[src/rtl/stack_mem_ctrl.sv]
// Downward-growing hardware stack: push1/push2/pop requests against an inferred
// word array with a registered read port, plus the stack pointer and overflow flag.
module stack_mem_ctrl #(
  parameter int REG_BITS = 32,
  parameter int DEPTH    = 16,
  parameter int SPW      = $clog2(DEPTH) + 1
) (
  input  logic                clk,
  input  logic                rst_n,
  input  logic                req_valid,
  input  logic [1:0]          req_op,
  input  logic [REG_BITS-1:0] wdata0,
  input  logic [REG_BITS-1:0] wdata1,
  output logic                req_ready,
  output logic                rsp_valid,
  output logic [REG_BITS-1:0] rsp_data,
  output logic                rsp_err,
  output logic [SPW-1:0]      sp_out,
  output logic                empty,
  output logic                full,
  output logic                ovf,
  input  logic                err_clr
);

  localparam int AW = $clog2(DEPTH);
  localparam logic [SPW-1:0] SP_EMPTY = SPW'(DEPTH);
  localparam logic [SPW-1:0] SP_TWO   = SPW'(2);

  localparam logic [1:0] OP_POP   = 2'b01;
  localparam logic [1:0] OP_PUSH2 = 2'b10;
  localparam logic [1:0] OP_PUSH1 = 2'b11;

  typedef enum logic [1:0] {IDLE, PUSH2_B, POP_RSP} state_t;

  state_t              state, state_next;
  logic [SPW-1:0]      sp, sp_next;
  logic [REG_BITS-1:0] wdata1_hold;
  logic [REG_BITS-1:0] rd_word;
  logic                underflow;
  logic                rsp_zero;

  logic [REG_BITS-1:0] mem [DEPTH];

  logic                accept, op_pop, op_push1, op_push2;
  logic                push1_ok, push2_ok, pop_ok, push_rej;
  logic                mem_we;
  logic [AW-1:0]       mem_waddr;
  logic [REG_BITS-1:0] mem_wdata;

  // Request decode; guards on sp keep the pointer from ever wrapping.
  assign accept   = req_valid && (state == IDLE);
  assign op_pop   = accept && (req_op == OP_POP);
  assign op_push1 = accept && (req_op == OP_PUSH1);
  assign op_push2 = accept && (req_op == OP_PUSH2);
  assign push1_ok = op_push1 && (sp != '0);
  assign push2_ok = op_push2 && (sp >= SP_TWO);
  assign pop_ok   = op_pop && (sp != SP_EMPTY);
  assign push_rej = (op_push1 && !push1_ok) || (op_push2 && !push2_ok);

  assign mem_we    = push1_ok || push2_ok || (state == PUSH2_B);
  assign mem_waddr = sp[AW-1:0] - AW'(1);
  assign mem_wdata = (state == PUSH2_B) ? wdata1_hold : wdata0;

  // State register and datapath registers.
  always_ff @(posedge clk or negedge rst_n) begin
    if (!rst_n) begin
      state       <= IDLE;
      sp          <= SP_EMPTY;
      wdata1_hold <= '0;
      underflow   <= 1'b0;
      rsp_zero    <= 1'b1;
      ovf         <= 1'b0;
    end else begin
      state <= state_next;
      sp    <= sp_next;
      if (push2_ok) begin
        wdata1_hold <= wdata1;
      end
      if (op_pop) begin
        underflow <= !pop_ok;
        rsp_zero  <= !pop_ok;
      end
      // A new rejection outranks a coincident clear.
      if (push_rej) begin
        ovf <= 1'b1;
      end else if (err_clr) begin
        ovf <= 1'b0;
      end
    end
  end

  // Storage: contents are never reset; read register only loads on a real pop.
  always_ff @(posedge clk) begin
    if (mem_we) begin
      mem[mem_waddr] <= mem_wdata;
    end
    if (pop_ok) begin
      rd_word <= mem[sp[AW-1:0]];
    end
  end

  always_comb begin
    state_next = state;
    sp_next    = sp;
    case (state)
      IDLE: begin
        if (push1_ok) begin
          sp_next = sp - SPW'(1);
        end else if (push2_ok) begin
          sp_next    = sp - SPW'(1);
          state_next = PUSH2_B;
        end else if (op_pop) begin
          state_next = POP_RSP;
          if (pop_ok) begin
            sp_next = sp + SPW'(1);
          end
        end
      end
      PUSH2_B: begin
        sp_next    = sp - SPW'(1);
        state_next = IDLE;
      end
      POP_RSP: state_next = IDLE;
      default: state_next = IDLE;
    endcase
  end

  always_comb begin
    req_ready = (state == IDLE);
    rsp_valid = (state == POP_RSP);
    rsp_err   = (state == POP_RSP) && underflow;
    rsp_data  = rsp_zero ? '0 : rd_word;
    sp_out    = sp;
    empty     = (sp == SP_EMPTY);
    full      = (sp == '0);
  end

endmodule

[config.mk]
export PLATFORM = sky130hd
export DESIGN_NAME = stack_mem_ctrl
export DESIGN_NICKNAME = d
export VERILOG_FILES = /design/src/rtl/stack_mem_ctrl.sv
export SDC_FILE = /design/constraint.sdc
export NUM_CORES = 1
export LEC_CHECK = 0
export CORE_MARGIN = 2
export CORE_UTILIZATION = 54
export DETAILED_ROUTE_END_ITERATION = 10
export PLACE_DENSITY = 0.76
export SYNTH_ARGS = -nofsm -noshare
export SYNTH_HDL_FRONTEND = slang
export SYNTH_SLANG_ARGS = --single-unit
[constraint.sdc]
create_clock -name clk -period 3.8 [get_ports clk]
set_clock_uncertainty 0.15 [all_clocks]
set_input_delay 0.76 -clock clk [delete_from_list [all_inputs] [get_ports clk]]
set_output_delay 0.76 -clock clk [all_outputs]
set_load 0.01 [all_outputs]
======== Word level (Yosys, flattened, before mapping) ========
Memories as Yosys holds them, arrays and structs flattened. A register that Yosys moved wholly into a read port is not among the register bits.
Cells that the tools add are included.
storage, ports and cells
  bits of input ports ..................... 70
  flip-flop bits (word level) ............. 42
  memories ................................ 1
  RAM bits ................................ 512
cells by class
  mux-type cells .......................... 15
  $lt $le $gt $ge ......................... 1
  add/sub/neg operators ................... 3
  equal/unequal tests ..................... 11
  reductions and logical operators ........ 23
memories
  name  depth  width  read ports  clocked after Yosys merged registers in  wr ports  line  RTL
  mem   16     32     1           1                                        1         42    logic [REG_BITS-1:0] mem [DEPTH];
operators with widths
  cell                                                                                 count
  32-bit 2-to-1 mux                                                                    2
  5-bit 2-to-1 mux                                                                     4
  1-bit logical AND                                                                    10
  5-bit case mux with 2 select lines                                                   1
  2-bit 2-to-1 mux                                                                     4
  4-bit by 1-bit != test with 1-bit output, second input constant                      2
  2-bit equality test, second input constant                                           3
  5-bit by 1-bit adder with 5-bit output, second input constant                        1
  5-bit equality test, second input constant                                           1
  5-bit by 2-bit greater-or-equal comparator with 1-bit output, second input constant  1
  5-bit zero test                                                                      1
  5-bit != test, second input constant                                                 1
  5-bit nonzero test                                                                   1
  5-bit by 1-bit subtractor with 5-bit output, second input constant                   1
  2-bit by 1-bit equality test with 1-bit output, second input constant                2
  1-bit 2-to-1 mux                                                                     4
  2-bit nonzero test                                                                   2
  4-bit by 1-bit subtractor with 4-bit output, second input constant                   1
  1-bit zero test                                                                      3
  1-bit logical OR                                                                     3
  3-bit by 1-bit != test with 1-bit output, second input constant                      1
  3-bit AND reduction                                                                  1
  2-bit zero test                                                                      1
  2-bit != test, second input constant                                                 1
  2-bit AND reduction                                                                  1

======== Longest topological paths before layout ========
Gate-level depths: netlist of the first run.
  depth after elaboration ................. 9
  gate-level depth with buffers ........... 10

======== Worst setup path after synthesis of the first run ========
No wires, ideal clock.
  kind .................................... reg-to-reg
  start ................................... register sp[1] (netlist: sp_out[1])
  end ..................................... memory mem[15][0] (enable)
  clock period less this slack ............ 4,332 ps
  setup slack ............................. -532 ps
  stages on the path, launching flop included .. 10
  buffers on the path ..................... 3
  arrival ................................. 3,758 ps
  cell sequence ........................... dfrtp_1 > buf_2 > buf_2 > buf_1 > inv_1 > ha_1 > and2_1 > o221a_2 > or3_1 > nor2b_1
between the ends
  cells in the longest elaborated chain, start to end .. 6
  elaborated cells between the ends (all ways) .. 9
  those cells by class .................... add/sub: 1; order compare: 1; mux: 2; reduce/logical: 5
RTL lines
  element                                                                                                    line    RTL
  start, declared                                                                                            36      logic [SPW-1:0] sp, sp_next;
  start signal, assigned                                                                                     75      sp <= sp_next;
  5-bit by 2-bit greater-or-equal comparator with 1-bit output / 5-bit nonzero test (equally long branches)  56, 55
  1-bit logical AND, on equally long branches                                                                56, 55
  1-bit logical OR (2 in series)                                                                             60      assign mem_we = push1_ok || push2_ok || (state == PUSH2_B);
  1-bit 2-to-1 mux                                                                                           94      if (mem_we) begin
  1-bit 2-to-1 mux (not written as such)                                                                     95      mem[mem_waddr] <= mem_wdata;
  end, declared                                                                                              42
Several ways; a longest one is shown, not always the timed one.

======== Final worst setup path of the first run ========
  start ................................... register sp[3] (netlist: sp_out[3])
  end ..................................... output port sp_out[3]
RTL lines
  element        line  RTL
  end, declared  18    output logic [SPW-1:0] sp_out,
No word-level cell between the ends.

==> flow_summary.ini, run 1 <==
[floorplan]
rows = 75
coreArea_sq_um = 41760
dieArea_sq_um = 43800
floorplan.initialDensity_pct = 54.50
die_h_um = 209.3
pin_count = 113
die_w_um = 209.3

[placement]
placedCellCount = 1616
dp_slack_ns = 0.3958
io_buffers = 112
gp_congestion = 0.7814
hpwl_mm = 26.22
postPlaceCellArea_sq_um = 24850

[synthesis]
mappedNetlistNets = 1053
synth_cell_types = 39
synth_area_sq_um = 22760
synth_top_family_by_area = multiplexers
syn_avg_cell_area_sq_um = 23.30
synthSimpleGateAreaFrac_pct = 2.089
ys_seq_area_share_pct = 76.40
synth_compound_area_share_pct = 0.5607
yosysWarnings = 0
muxShareOfSynthArea_pct = 19.10
syn-instance-count = 977
synthAdderAreaFrac_pct = 0.3299
postSynthRegisterBits = 586
synthXorXnorAreaFrac_pct = 0.1924

[worst_hold_path]
hold_path_class = input port to async pin

[routing]
wl_per_cell_um = 27.85
postRouteAntennaNets = 0
dr.pass1.iters = 6
finalWirelength_mm = 47.85
drc = 0
drtIter0Drc = 984
vias = 10610
viasPerCell = 6.173

[cells_and_area]
final_area_sq_um = 26590
drive_gt1_share_pct = 28.41
fillers = 2632
nNetsFinal = 1210
diodes = 0
area_growth_pct = 16.83
final_cells = 1718

[cts]
path_clk_slew_ns = 0.06
clk_path_buf_depth = 3
cts_made_buffers = 55
cts_setup_buffers = 0
htreeDepth = 2
clock-root-buffer = clkbuf_16
insertion_delay_ns = 0.60
clkSinkCount = 586
hold_buffers = 0
cts-resized-gates = 0
cts_tree = done

[sta]
worst_slew_pin_slew_ns = 1.164
setup_viol = 0
fin_ws_ns = 0.4162
final_hold_viol_count = 0
rsz0062_at_grt = false
fmax_ghz = 0.2955
period_needed_ns = 3.384
slew_headroom_pct = 22.40
slew_viol_final = 0
period_share_pct = 89.05
whs_ns = 0.03747

[critical_path]
critPathKind = register to primary output
cp-end-kind = primary output
cp.arrival_ns = 2.47
crit_required_ns = 2.89
start_kind = register
crit_fanout = 26

[status]
status = completed

[global_routing]
grtUsageMet1_pct = 31.94
grt_pass1_vias = 11190
grt.busiest_layer = met2
gr-usage-met3_pct = 3.292
grt_pass1_wl_mm = 71.88
antenna_found_initial = 0
grt_max_degree = 76
use_met2_pct = 37.31
grt.total_usage_pct = 22.60
overflow = 0

[power_and_ir_drop]
pwr_density_cell_nw_per_um2 = 690.9
p_leak_uw = 0.008547
ir_drop_mv = 0.5396
power_uw = 18370

[job]
cap_violations = 0
## cell usage after synthesis (all sizes together)
cell type	number	area (sq um)
nand2b	3	18.77
o211ai	1	7.510
and4bb	1	12.51
nand3	3	15.01
or4b	1	10.01
o21ai	7	35.03
dfrtp	40	1001
and2	4	25.02
inv	6	22.52
nand3b	1	7.510
xnor2	3	26.28
xor2	2	17.52
o32a	1	10.01
dfstp	2	52.55
mux4	160	3603
ha	6	75.07
and4b	1	10.01
buf	34	215.2
a311oi	1	8.760
and3	12	75.07
nor3	2	15.01
o221a	1	11.26
nand2	4	15.01
a21oi	3	15.01
a221oi	1	15.01
nand4	1	6.260
edfxtp	544	16340
a211oi	1	12.51
nor2b	36	225.2
mux2	66	743.2
or3	1	6.260
clkbuf	17	63.81
nor2	9	33.78
o22ai	2	12.51
## power by group
part           total, uW  switching (uW)  internal [uW]
sequential          8190             305           7890
clock               5330            2250           3080
combinational       4850            2360           2490
## worst paths after layout
| check | start | endpoint | slack (ns) | cells after the start |
|---|---|---|---|---|
| worst max-delay path | sp_out[3] | sp_out[3] | 0.42 | 2 |
| worst min-delay path | rst_n | sp_out[3] | 0.04 | 1 |
| worst max register to register | sp_out[0] | rd_word[16] | 0.87 | 4 |
| worst min register to register | wdata1_hold[22] | wdata1_hold[22] | 0.33 | 1 |
| max in group asynchronous | rst_n | rsp_zero | 2.61 | 2 |
| min in group clk | wdata1_hold[22] | wdata1_hold[22] | 0.33 | 1 |
## cell families after synthesis
group | count (synthesis)
DFF | 586
muxes | 226
and+or+nand+nor | 79
buffers and inverters | 57
AOI/OAI and AO/OA | 18
adders and majority gates | 6
xor gates and xnor gates | 5
## area by class of cell
type                       instances  area [sq um]  share of cell area (%)
clock buffer                      82          1550                   5.830
clock inverter                    20         191.4                  0.7200
inverter                           6         22.52                 0.08470
multi-input combinational        334          5130                   19.29
sequential                       586         17400                   65.44
tap                              539         674.4                   2.536
timing repair buffer             151          1622                   6.099
## stage by stage
stage / TNS (ns) / util (%)
2_1_floorplan: -62.68 / -
3_3_place_gp: 0 / 59.50
3_5_place_dp: 0 / 59.50
4_1_cts: 0 / 63.67
5_1_grt: 0 / 63.67
6_report: 0 / 63.67
## cells in the final DEF (no fill, tap or decap), drive strengths merged, types with 6 or more instances in the layout
cell type | synthesis | layout
and3 | 12 | 12
mux2 | 66 | 66
inv | 6 | 6
buf | 34 | 40
nor2 | 9 | 9
mux4 | 160 | 160
clkbuf | 17 | 82
clkdlybuf4s50 | 0 | 111
dfrtp | 40 | 40
ha | 6 | 6
edfxtp | 544 | 544
nor2b | 36 | 36
clkinv | 0 | 16
o21ai | 7 | 7
## flip-flops by register name, indices dropped and copies added, names as in the netlist
signal and cells:
mem 512, rd_word 32, rsp_zero 1, ovf 1, wdata1_hold 32, state 2
underflow 1, sp_out 5
## worst max-delay path, stage by stage (launching register included)
cell	delay (ns)
dfrtp_2	0.67
buf_4	0.52
clkdlybuf4s50_1	0.67
## per-layer routing
| metal | vias up | wire, um |
|---|---|---|
| li1 | 4409 | - |
| met1 | 5673 | 19500 |
| met2 | 452 | 24300 |
| met3 | 72 | 3050 |
| met4 | 0 | 1006 |
| met5 | - | 0 |
Note: power is estimated with default switching activity, not from simulation.
==> inputs of run 2 (changes only) <==
--- a/config.mk
+++ b/config.mk
@@ -9,6 +9,7 @@
 export CORE_UTILIZATION = 54
 export DETAILED_ROUTE_END_ITERATION = 10
 export PLACE_DENSITY = 0.76
+export RECOVER_POWER = 25
 export SYNTH_ARGS = -nofsm -noshare
 export SYNTH_HDL_FRONTEND = slang
 export SYNTH_SLANG_ARGS = --single-unit
==> flow_summary.ini, run 2 (same netlist as run 1, synthesis figures left out) <==
[sta]
worst_slew_pin_slew_ns = 1.551
setup_tns_ns = 0
rsz0062_at_grt = false
slew_viol_final = 45
final_hold_viol_count = 0
setup_viol = 0
fmax_ghz = 0.2946
period_needed_ns = 3.395
period_share_pct = 89.33
slew_headroom_pct = -3.379

[placement]
placedCellCount = 1616
hpwl_mm = 26.22
gp_congestion = 0.7814
io_buffers = 112

[cells_and_area]
max_flop_register = mem
final_common_cell = edfxtp_1
utilization_pct = 63.64
diodes = 0
reg_top3 = mem: 512 flops, rd_word: 32 flops, wdata1_hold: 32 flops
final_cells = 1718
area_growth_pct = 16.76
drive_gt1_share_pct = 26.12
largest_reg_flops = 512
nNetsFinal = 1210
layout_common_cells = edfxtp_1, mux4_2, clkdlybuf4s50_1, clkbuf_16, mux2_1

[global_routing]
grt_max_degree = 76
grt_pass1_wl_mm = 71.88
antenna_found_initial = 0
grt.total_usage_pct = 22.60
grt_pass1_vias = 11190
overflow = 0

[routing]
viasPerCell = 6.135
wl_per_cell_um = 27.84
finalWirelength_mm = 47.84
vias = 10540
drtIter0Drc = 977
drc = 0
dr.pass1.iters = 5
postRouteAntennaNets = 0

[cts]
hold_buffers = 0
insertion_delay_ns = 0.60
clock-root-buffer = clkbuf_16
clk_path_buf_depth = 3
htreeDepth = 2
cts_setup_buffers = 0
clkSinkCount = 586
cts-resized-gates = 0
cts_made_buffers = 55
cts_tree = done
path_clk_slew_ns = 0.06

[power_and_ir_drop]
power_uw = 18360
pwr_density_cell_nw_per_um2 = 690.9
ir_drop_mv = 0.5373
p_leak_uw = 0.008547

[critical_path]
cp-end-kind = primary output
crit_fanout = 26
critPathKind = register to primary output
start_kind = register
cp.arrival_ns = 2.48
crit_required_ns = 2.89

[worst_hold_path]
hold_path_class = register to register

[floorplan]
coreArea_sq_um = 41760
floorplan.initialDensity_pct = 54.50
die_w_um = 209.3
die_h_um = 209.3
pin_count = 113
rows = 75
dieArea_sq_um = 43800

[status]
status = finished, violations left
violations = capacitance limit, slew limit

[job]
cap_violations = 2
-- run 2: final cells by class --
class,instances,area (sq um)
tap,539,674.4
multi-input combinational,334,5122
sequential,586,17400
clock inverter,20,191.4
clock buffer,82,1550
fill,2637,15180
timing repair buffer,151,1614
inverter,6,22.52
-- run 2: power breakdown --
group / internal [uW] / switching (uW) / leakage, uW
Combinational: 2480 / 2360 / 0.00229
Sequential: 7890 / 306 / 0.00541
Clock: 3080 / 2250 / 0.000853
Total: 13400 / 4910 / 0.00855
-- run 2: metrics by stage --
step	hold slack (ns)	area [sq um]	setup WS [ns]
2_1_floorplan	0.3022	22760	-0.5323
3_3_place_gp	0.3113	24850	0.4915
5_1_grt	0.3438	26570	0.3149
3_5_place_dp	0.3184	24850	0.3958
6_report	0.3298	26570	0.4055
4_1_cts	0.04080	26590	0.3961
-- run 2: final timing paths --
| kind | start | end | slack (ns) | depth (start not counted) |
|---|---|---|---|---|
| max in group asynchronous | rst_n | wdata1_hold[16] | 1.02 | 2 |
| min in group asynchronous | rst_n | sp_out[2] | 0.39 | 1 |
| hold / removal | wdata1_hold[22] | wdata1_hold[22] | 0.33 | 1 |
| hold reg to reg | wdata1_hold[22] | wdata1_hold[22] | 0.33 | 1 |
| setup / recovery | sp_out[3] | sp_out[3] | 0.41 | 2 |
| setup reg to reg | sp_out[0] | rd_word[16] | 0.87 | 4 |
-- run 2: layer usage --
layer  part of all wire, %  GRT usage [%]
met3                   5.8          3.292
met1                    41          31.94
met5                     0              0
met4                   2.1          6.897
met2                    51          37.31
-- run 2: worst max-delay path, stage by stage (launching register included) --
cell,delay [ns]
dfrtp_2,0.67
buf_4,0.52
clkdlybuf4s50_1,0.67
